--- src/rtl/mips_pkg.sv ---
// Shared types for the MIPS program loader: command codes, header layout
// and the loader state encoding.
package mips_pkg;

  localparam logic [1:0] CMD_IMEM = 2'b00;
  localparam logic [1:0] CMD_DMEM = 2'b01;
  localparam logic [1:0] CMD_GO   = 2'b10;
  localparam logic [1:0] CMD_RSVD = 2'b11;

  localparam int HDR_CMD_LSB  = 30;
  localparam int HDR_CMD_W    = 2;
  localparam int HDR_BASE_LSB = 16;
  localparam int HDR_BASE_W   = 14;
  localparam int HDR_CNT_LSB  = 0;
  localparam int HDR_CNT_W    = 16;

  typedef struct packed {
    logic [HDR_CMD_W-1:0]  cmd;
    logic [HDR_BASE_W-1:0] base;
    logic [HDR_CNT_W-1:0]  cnt;
  } hdr_t;

  typedef enum logic [2:0] {
    ST_INIT,
    ST_IDLE,
    ST_LOAD,
    ST_RUN,
    ST_DONE
  } ldr_state_e;

  function automatic hdr_t hdr_decode(
    input logic [31:0] w
  );
    hdr_t h;
    h.cmd  = w[HDR_CMD_LSB  +: HDR_CMD_W];
    h.base = w[HDR_BASE_LSB +: HDR_BASE_W];
    h.cnt  = w[HDR_CNT_LSB  +: HDR_CNT_W];
    return h;
  endfunction

endpackage

--- src/rtl/mips_loader_timer.sv ---
// Run-window timer: counts down the cycles the core is released and
// accumulates the total number of released cycles.
module mips_loader_timer #(
  parameter int RUN_CYCLES = 1000
) (
  input  logic        clk,
  input  logic        clear,
  input  logic        start,
  input  logic        run,
  output logic        expired,
  output logic [31:0] cycle_count
);

  logic [31:0] rem_q;

  always_ff @(posedge clk) begin
    if (clear) begin
      rem_q       <= '0;
      cycle_count <= '0;
    end else begin
      // remaining cycles after the current one; zero marks the last
      if (start)
        rem_q <= 32'(RUN_CYCLES - 1);
      else if (run && rem_q != '0)
        rem_q <= rem_q - 32'd1;
      if (run)
        cycle_count <= cycle_count + 32'd1;
    end
  end

  assign expired = run && (rem_q == '0);

endmodule

--- src/rtl/mips_program_loader.sv ---
// Stream-driven memory loader and run controller for the MIPS core.
// Define MIPS_LOADER_DMEM_INIT_EN to fill dmem[i]=i after every reset.
module mips_program_loader
  import mips_pkg::*;
#(
  parameter int DATA_W     = 32,
  parameter int IMEM_DEPTH = 64,
  parameter int DMEM_DEPTH = 64,
  parameter int RUN_CYCLES = 1000
) (
  input  logic                          clk,
  input  logic                          rst,
  input  logic                          in_valid,
  input  logic [DATA_W-1:0]             in_data,
  output logic                          in_ready,
  output logic                          imem_we,
  output logic [$clog2(IMEM_DEPTH)-1:0] imem_addr,
  output logic                          dmem_we,
  output logic [$clog2(DMEM_DEPTH)-1:0] dmem_addr,
  output logic [DATA_W-1:0]             mem_wdata,
  output logic                          cpu_rst,
  output logic [31:0]                   cycle_count,
  output logic                          done,
  output logic                          err
);

  localparam int IA = $clog2(IMEM_DEPTH);
  localparam int DA = $clog2(DMEM_DEPTH);
  // wide enough for base + count without wrapping
  localparam int AW = 18;

`ifdef MIPS_LOADER_DMEM_INIT_EN
  localparam ldr_state_e RST_ST = ST_INIT;
`else
  localparam ldr_state_e RST_ST = ST_IDLE;
`endif

  ldr_state_e      state_q;
  ldr_state_e      state_d;
  hdr_t            hdr;
  logic [AW-1:0]   addr_q;
  logic [15:0]     left_q;
  logic            tgt_dmem_q;
  logic            accept;
  logic            wr_ok;
  logic            t_start;
  logic            t_run;
  logic            expired;

`ifdef MIPS_LOADER_DMEM_INIT_EN
  logic [DA-1:0]   init_q;
  logic            init_last;
  assign init_last = (init_q == DA'(DMEM_DEPTH - 1));
`endif

  assign hdr    = hdr_decode(in_data[31:0]);
  assign accept = in_valid && in_ready;

  assign wr_ok = tgt_dmem_q ? (addr_q < AW'(DMEM_DEPTH))
                            : (addr_q < AW'(IMEM_DEPTH));

  assign t_start = accept && (state_q == ST_IDLE)
                   && (hdr.cmd == CMD_GO);
  assign t_run   = (state_q == ST_RUN);

  mips_loader_timer #(
    .RUN_CYCLES(RUN_CYCLES)
  ) u_timer (
    .clk        (clk),
    .clear      (rst),
    .start      (t_start),
    .run        (t_run),
    .expired    (expired),
    .cycle_count(cycle_count)
  );

  always_ff @(posedge clk) begin
    if (rst) state_q <= RST_ST;
    else     state_q <= state_d;
  end

  always_comb begin
    state_d  = state_q;
    in_ready = 1'b0;
    cpu_rst  = 1'b1;
    done     = 1'b0;
    unique case (state_q)
      ST_INIT: begin
`ifdef MIPS_LOADER_DMEM_INIT_EN
        if (init_last) state_d = ST_IDLE;
`else
        state_d = ST_IDLE;
`endif
      end
      ST_IDLE: begin
        in_ready = 1'b1;
        if (in_valid) begin
          unique case (1'b1)
            (hdr.cmd == CMD_GO):   state_d = ST_RUN;
            (hdr.cmd == CMD_RSVD): state_d = ST_IDLE;
            default:
              if (hdr.cnt != '0) state_d = ST_LOAD;
          endcase
        end
      end
      ST_LOAD: begin
        in_ready = 1'b1;
        if (in_valid && left_q == 16'd1)
          state_d = ST_IDLE;
      end
      ST_RUN: begin
        cpu_rst = 1'b0;
        if (expired) state_d = ST_DONE;
      end
      ST_DONE: begin
        done = 1'b1;
      end
      default: state_d = RST_ST;
    endcase
    if (rst) begin
      in_ready = 1'b0;
      cpu_rst  = 1'b1;
      done     = 1'b0;
    end
  end

  always_ff @(posedge clk) begin
    if (rst) begin
      imem_we    <= 1'b0;
      dmem_we    <= 1'b0;
      imem_addr  <= '0;
      dmem_addr  <= '0;
      mem_wdata  <= '0;
      err        <= 1'b0;
      addr_q     <= '0;
      left_q     <= '0;
      tgt_dmem_q <= 1'b0;
`ifdef MIPS_LOADER_DMEM_INIT_EN
      init_q     <= '0;
`endif
    end else begin
      imem_we <= 1'b0;
      dmem_we <= 1'b0;
`ifdef MIPS_LOADER_DMEM_INIT_EN
      if (state_q == ST_INIT) begin
        dmem_we   <= 1'b1;
        dmem_addr <= init_q;
        mem_wdata <= DATA_W'(init_q);
        init_q    <= init_q + DA'(1);
      end
`endif
      if (accept && state_q == ST_IDLE) begin
        addr_q     <= AW'(hdr.base);
        left_q     <= hdr.cnt;
        tgt_dmem_q <= (hdr.cmd == CMD_DMEM);
        if (hdr.cmd == CMD_RSVD) err <= 1'b1;
      end
      if (accept && state_q == ST_LOAD) begin
        addr_q <= addr_q + AW'(1);
        left_q <= left_q - 16'd1;
        // out-of-range words are swallowed without a strobe
        if (wr_ok) begin
          mem_wdata <= in_data;
          if (tgt_dmem_q) begin
            dmem_we   <= 1'b1;
            dmem_addr <= addr_q[DA-1:0];
          end else begin
            imem_we   <= 1'b1;
            imem_addr <= addr_q[IA-1:0];
          end
        end else begin
          err <= 1'b1;
        end
      end
    end
  end

endmodule

--- config.mk ---
export PLATFORM = sky130hd
export DESIGN_NAME = mips_program_loader
export DESIGN_NICKNAME = d
export VERILOG_FILES = /design/src/rtl/mips_pkg.sv /design/src/rtl/mips_loader_timer.sv /design/src/rtl/mips_program_loader.sv
export SDC_FILE = /design/constraint.sdc
export NUM_CORES = 1
export LEC_CHECK = 0
export ABC_AREA = 1
export BUFFER_PORTS_ARGS = -buffer_cell sky130_fd_sc_hd__buf_2
export CAP_MARGIN = 20
export CORE_ASPECT_RATIO = 1.5
export CORE_UTILIZATION = 62
export CTS_CLUSTER_SIZE = 25
export DETAILED_ROUTE_END_ITERATION = 7
export HOLD_SLACK_MARGIN = 0.12
export PLACE_DENSITY = 0.88
export SLEW_MARGIN = 10
export SYNTH_ARGS = -nofsm -noshare
export SYNTH_HDL_FRONTEND = slang
export SYNTH_SLANG_ARGS = --single-unit
--- constraint.sdc ---
create_clock -name clk -period 4.3 [get_ports clk]
set_input_delay 1.29 -clock clk [delete_from_list [all_inputs] [get_ports clk]]
set_output_delay 1.29 -clock clk [all_outputs]
set_load 0.005 [all_outputs]
==> flow_metrics.tcl <==
set metrics [dict create \
    finalCritPeriodShare_pct 80.3 \
    dp_hpwl_um 14300 \
    ys_seq_elements 149 \
    synth-compound-area-share_pct 11.2 \
    postSynthAreaPerCell_um2 6.20 \
    groute.usage.overall_pct 31.1 \
    critical_path_peak_fanout 15 \
    commonest_cells_after_routing_fill_and_taps_aside "366 x nand2_1, 268 x nor2_1, 149 x dfxtp_1" \
    synthXorXnorAreaFrac_pct 3.39 \
    flow.area_growth_from_synthesis_pct 15.6 \
    hold_violations 0 \
    first_pass_iters 5 \
    number_of_nets_produced_by_synthesis 1333 \
    gp_weighted_congestion 0.874 \
    critPathArrivalTime_ps 2160 \
    final_critical_path_time_including_i_o_delays_and_setup_ps 3450 \
    synthesis.instances 1293 \
    synth_warn 0 \
    layout.cells.most_common "nand2_1" \
    number_of_buffers_inserted_during_clock_tree_synthesis 17 \
    vias_per_cell 5.41 \
    postCtsSetupBuffers 0 \
    routed-via-count 8473 \
    globalRouteOverflowTotal 0 \
    finalClockSkew_ps 10.4 \
    finish.net_count 1437 \
    diodes 0 \
    setup_viol 0 \
    postCtsResizedCells 0 \
    synth.yosys.seq_area_share_pct 37.2 \
    place.detailed.instances 1534 \
    cts-root-buf "clkbuf_16" \
    worst_skew_pair.late_latency_ps 420 \
    worstMarginPinSlew_ps 625 \
    tritoncts_clock_tree "built" \
    clock.fmax_ghz 0.289 \
    slew_violations 0 \
    coreArea_mm2 0.0126 \
    p_leak_nw 4.47 \
    worstSetupEndpointType "output port" \
    ys_types 33 \
    yosys.area_share.simple_pct 38.1 \
    relative_slew_slack_pct 58.3 \
    critical_path.most_common_cell "buf_2" \
    irDropWorstVdd_v 0.000426 \
    ant_nets 0 \
    height_of_the_die_um 141 \
    port_buffers 116 \
    crit_slowest_cell "nor4_1" \
    post_synth_fa_ha_maj_area_fraction_pct 0.780 \
    start_util_pct 63.8 \
    finalWirelength_um 20300 \
    post_route_setup_tns_ps 0 \
    critical_setup_path_kind "in -> out" \
    syn_area_mm2 0.00802 \
    clkSlewWorstSetupHoldPaths_ps 60 \
    grt_first_pass_wirelength_um 33600 \
    io_pins 117 \
    cts_hold_buffers 0 \
    maxCapViolCount 0 \
    tritoncts_num_sinks 149 \
    critical_path_launch_point_type "input pin" \
    placement_rows 50 \
    wire_per_inst_um 13.0 \
    post-route-drc-count 0 \
    detail_route.iter0.violations 423 \
    synth_top_family_by_area "simple AND/OR/NAND/NOR gates" \
    layout.cells.non_filler 1565 \
    hp-class "reg -> reg" \
    power_density_mw_per_mm2 772 \
    grt_antenna_before_repair 0 \
    die_area_mm2 0.0134 \
    cts-root-to-sink-buffers 2 \
    grt_pass1_vias 7763 \
    synth.area.mux_share_pct 0 \
    outcome "finished, final reports clean" \
    die_width_um 94.8 \
    rsz0062_at_grt "no" \
    critical_path_cell_list "buf_2, buf_4, nor4_1, buf_2" \
    drive_above_1_share_pct 12.8 \
    htreeDepth 4 \
    max_stage_delay_ps 320 \
    crit_required_ps 3010 \
    grt_max_degree 63 \
]
## critical path: cells and delay by family
| kind | cells | cell delay (ps) |
|---|---|---|
| buffers and inverters | 3 | 550 |
| and+or+nand+nor | 1 | 320 |
## cell usage after synthesis, drive strengths merged
| cell type | instances | share of area (%) |
|---|---|---|
| o21ai | 70 | 4.4 |
| o211ai | 6 | 0.56 |
| xnor2 | 16 | 1.7 |
| nand2 | 369 | 17 |
| nand4 | 9 | 0.78 |
| nand3 | 67 | 4.4 |
| nor4 | 2 | 0.16 |
| or2 | 4 | 0.31 |
| dfxtp | 149 | 37 |
| o22ai | 1 | 0.078 |
| clkbuf | 23 | 1.1 |
| a31oi | 2 | 0.16 |
| a211oi | 1 | 0.094 |
| xor2 | 15 | 1.6 |
| o21a | 1 | 0.094 |
| buf | 18 | 1.3 |
| ha | 5 | 0.78 |
| inv | 146 | 6.8 |
| nor2 | 275 | 13 |
| clkinv | 2 | 0.094 |
| nand3b | 9 | 0.84 |
| o21bai | 1 | 0.094 |
| a21oi | 74 | 4.6 |
| a22oi | 12 | 1.1 |
| nor3 | 16 | 1.0 |
## registers in the layout, indices dropped and copies added (netlist names)
register	cells
u_timer.rem_q	32
addr_q	18
tgt_dmem_q	1
state_q	3
u_timer.cycle_count	32
left_q	16
dmem_we	1
dmem_addr	6
imem_addr	6
mem_wdata	32
imem_we	1
err	1
## power by group
group	switching, mW	total (mW)	internal (mW)
registers	0.260	1.85	1.59
logic	2.41	3.80	1.39
clock network	0.596	1.51	0.910
total	3.26	7.15	3.89
## final timing paths
check,slack [ps],cells after the start,end,startpoint
hold reg to reg,490,2,left_q[3],left_q[3]
setup reg to reg,1750,10,dmem_addr[4],state_q[0]
setup / recovery,850,4,done,rst
hold / removal,490,2,left_q[3],left_q[3]
## per-stage QoR
stage / hold WS (ps) / worst slack, ps / util [%] / cell area (um^2) / total power, mW
2_1_floorplan: 458 / 841 / - / 8020 / 4.87
3_3_place_gp: 464 / 914 / 69.0 / 8680 / 5.52
3_5_place_dp: 482 / 875 / 69.0 / 8680 / 5.62
4_1_cts: 489 / 872 / 73.7 / 9270 / 7.13
5_1_grt: 514 / 808 / 73.7 / 9270 / 7.79
6_report: 493 / 845 / 73.7 / 9270 / 7.15
## metal layers
| layer | share of wire (%) | GRT usage (%) | wire length [um] |
|---|---|---|---|
| met1 | 40 | 35.1 | 8190 |
| met2 | 51 | 55.4 | 10400 |
| met5 | 0 | 0 | 0 |
| met3 | 5.7 | 6.16 | 1150 |
| met4 | 2.6 | 13.8 | 536 |
## logic make-up (layout without fill, tap and decap cells)
group | after synthesis | in the layout
compound gates | 168 | 168
xor+xnor | 31 | 31
fa+ha+maj | 5 | 5
buf+inv | 189 | 305
flops | 149 | 149
simple gates | 751 | 751
## cell type report
class / instances / area, um^2
multi-input combinational: 955 / 4290
clock inverter: 12 / 155
tap: 156 / 195
clock buffer: 19 / 433
fill: 1063 / 3310
sequential: 149 / 2980
timing repair buffer: 126 / 656
inverter: 148 / 556
No activity file was read; power rests on OpenSTA's default activity.
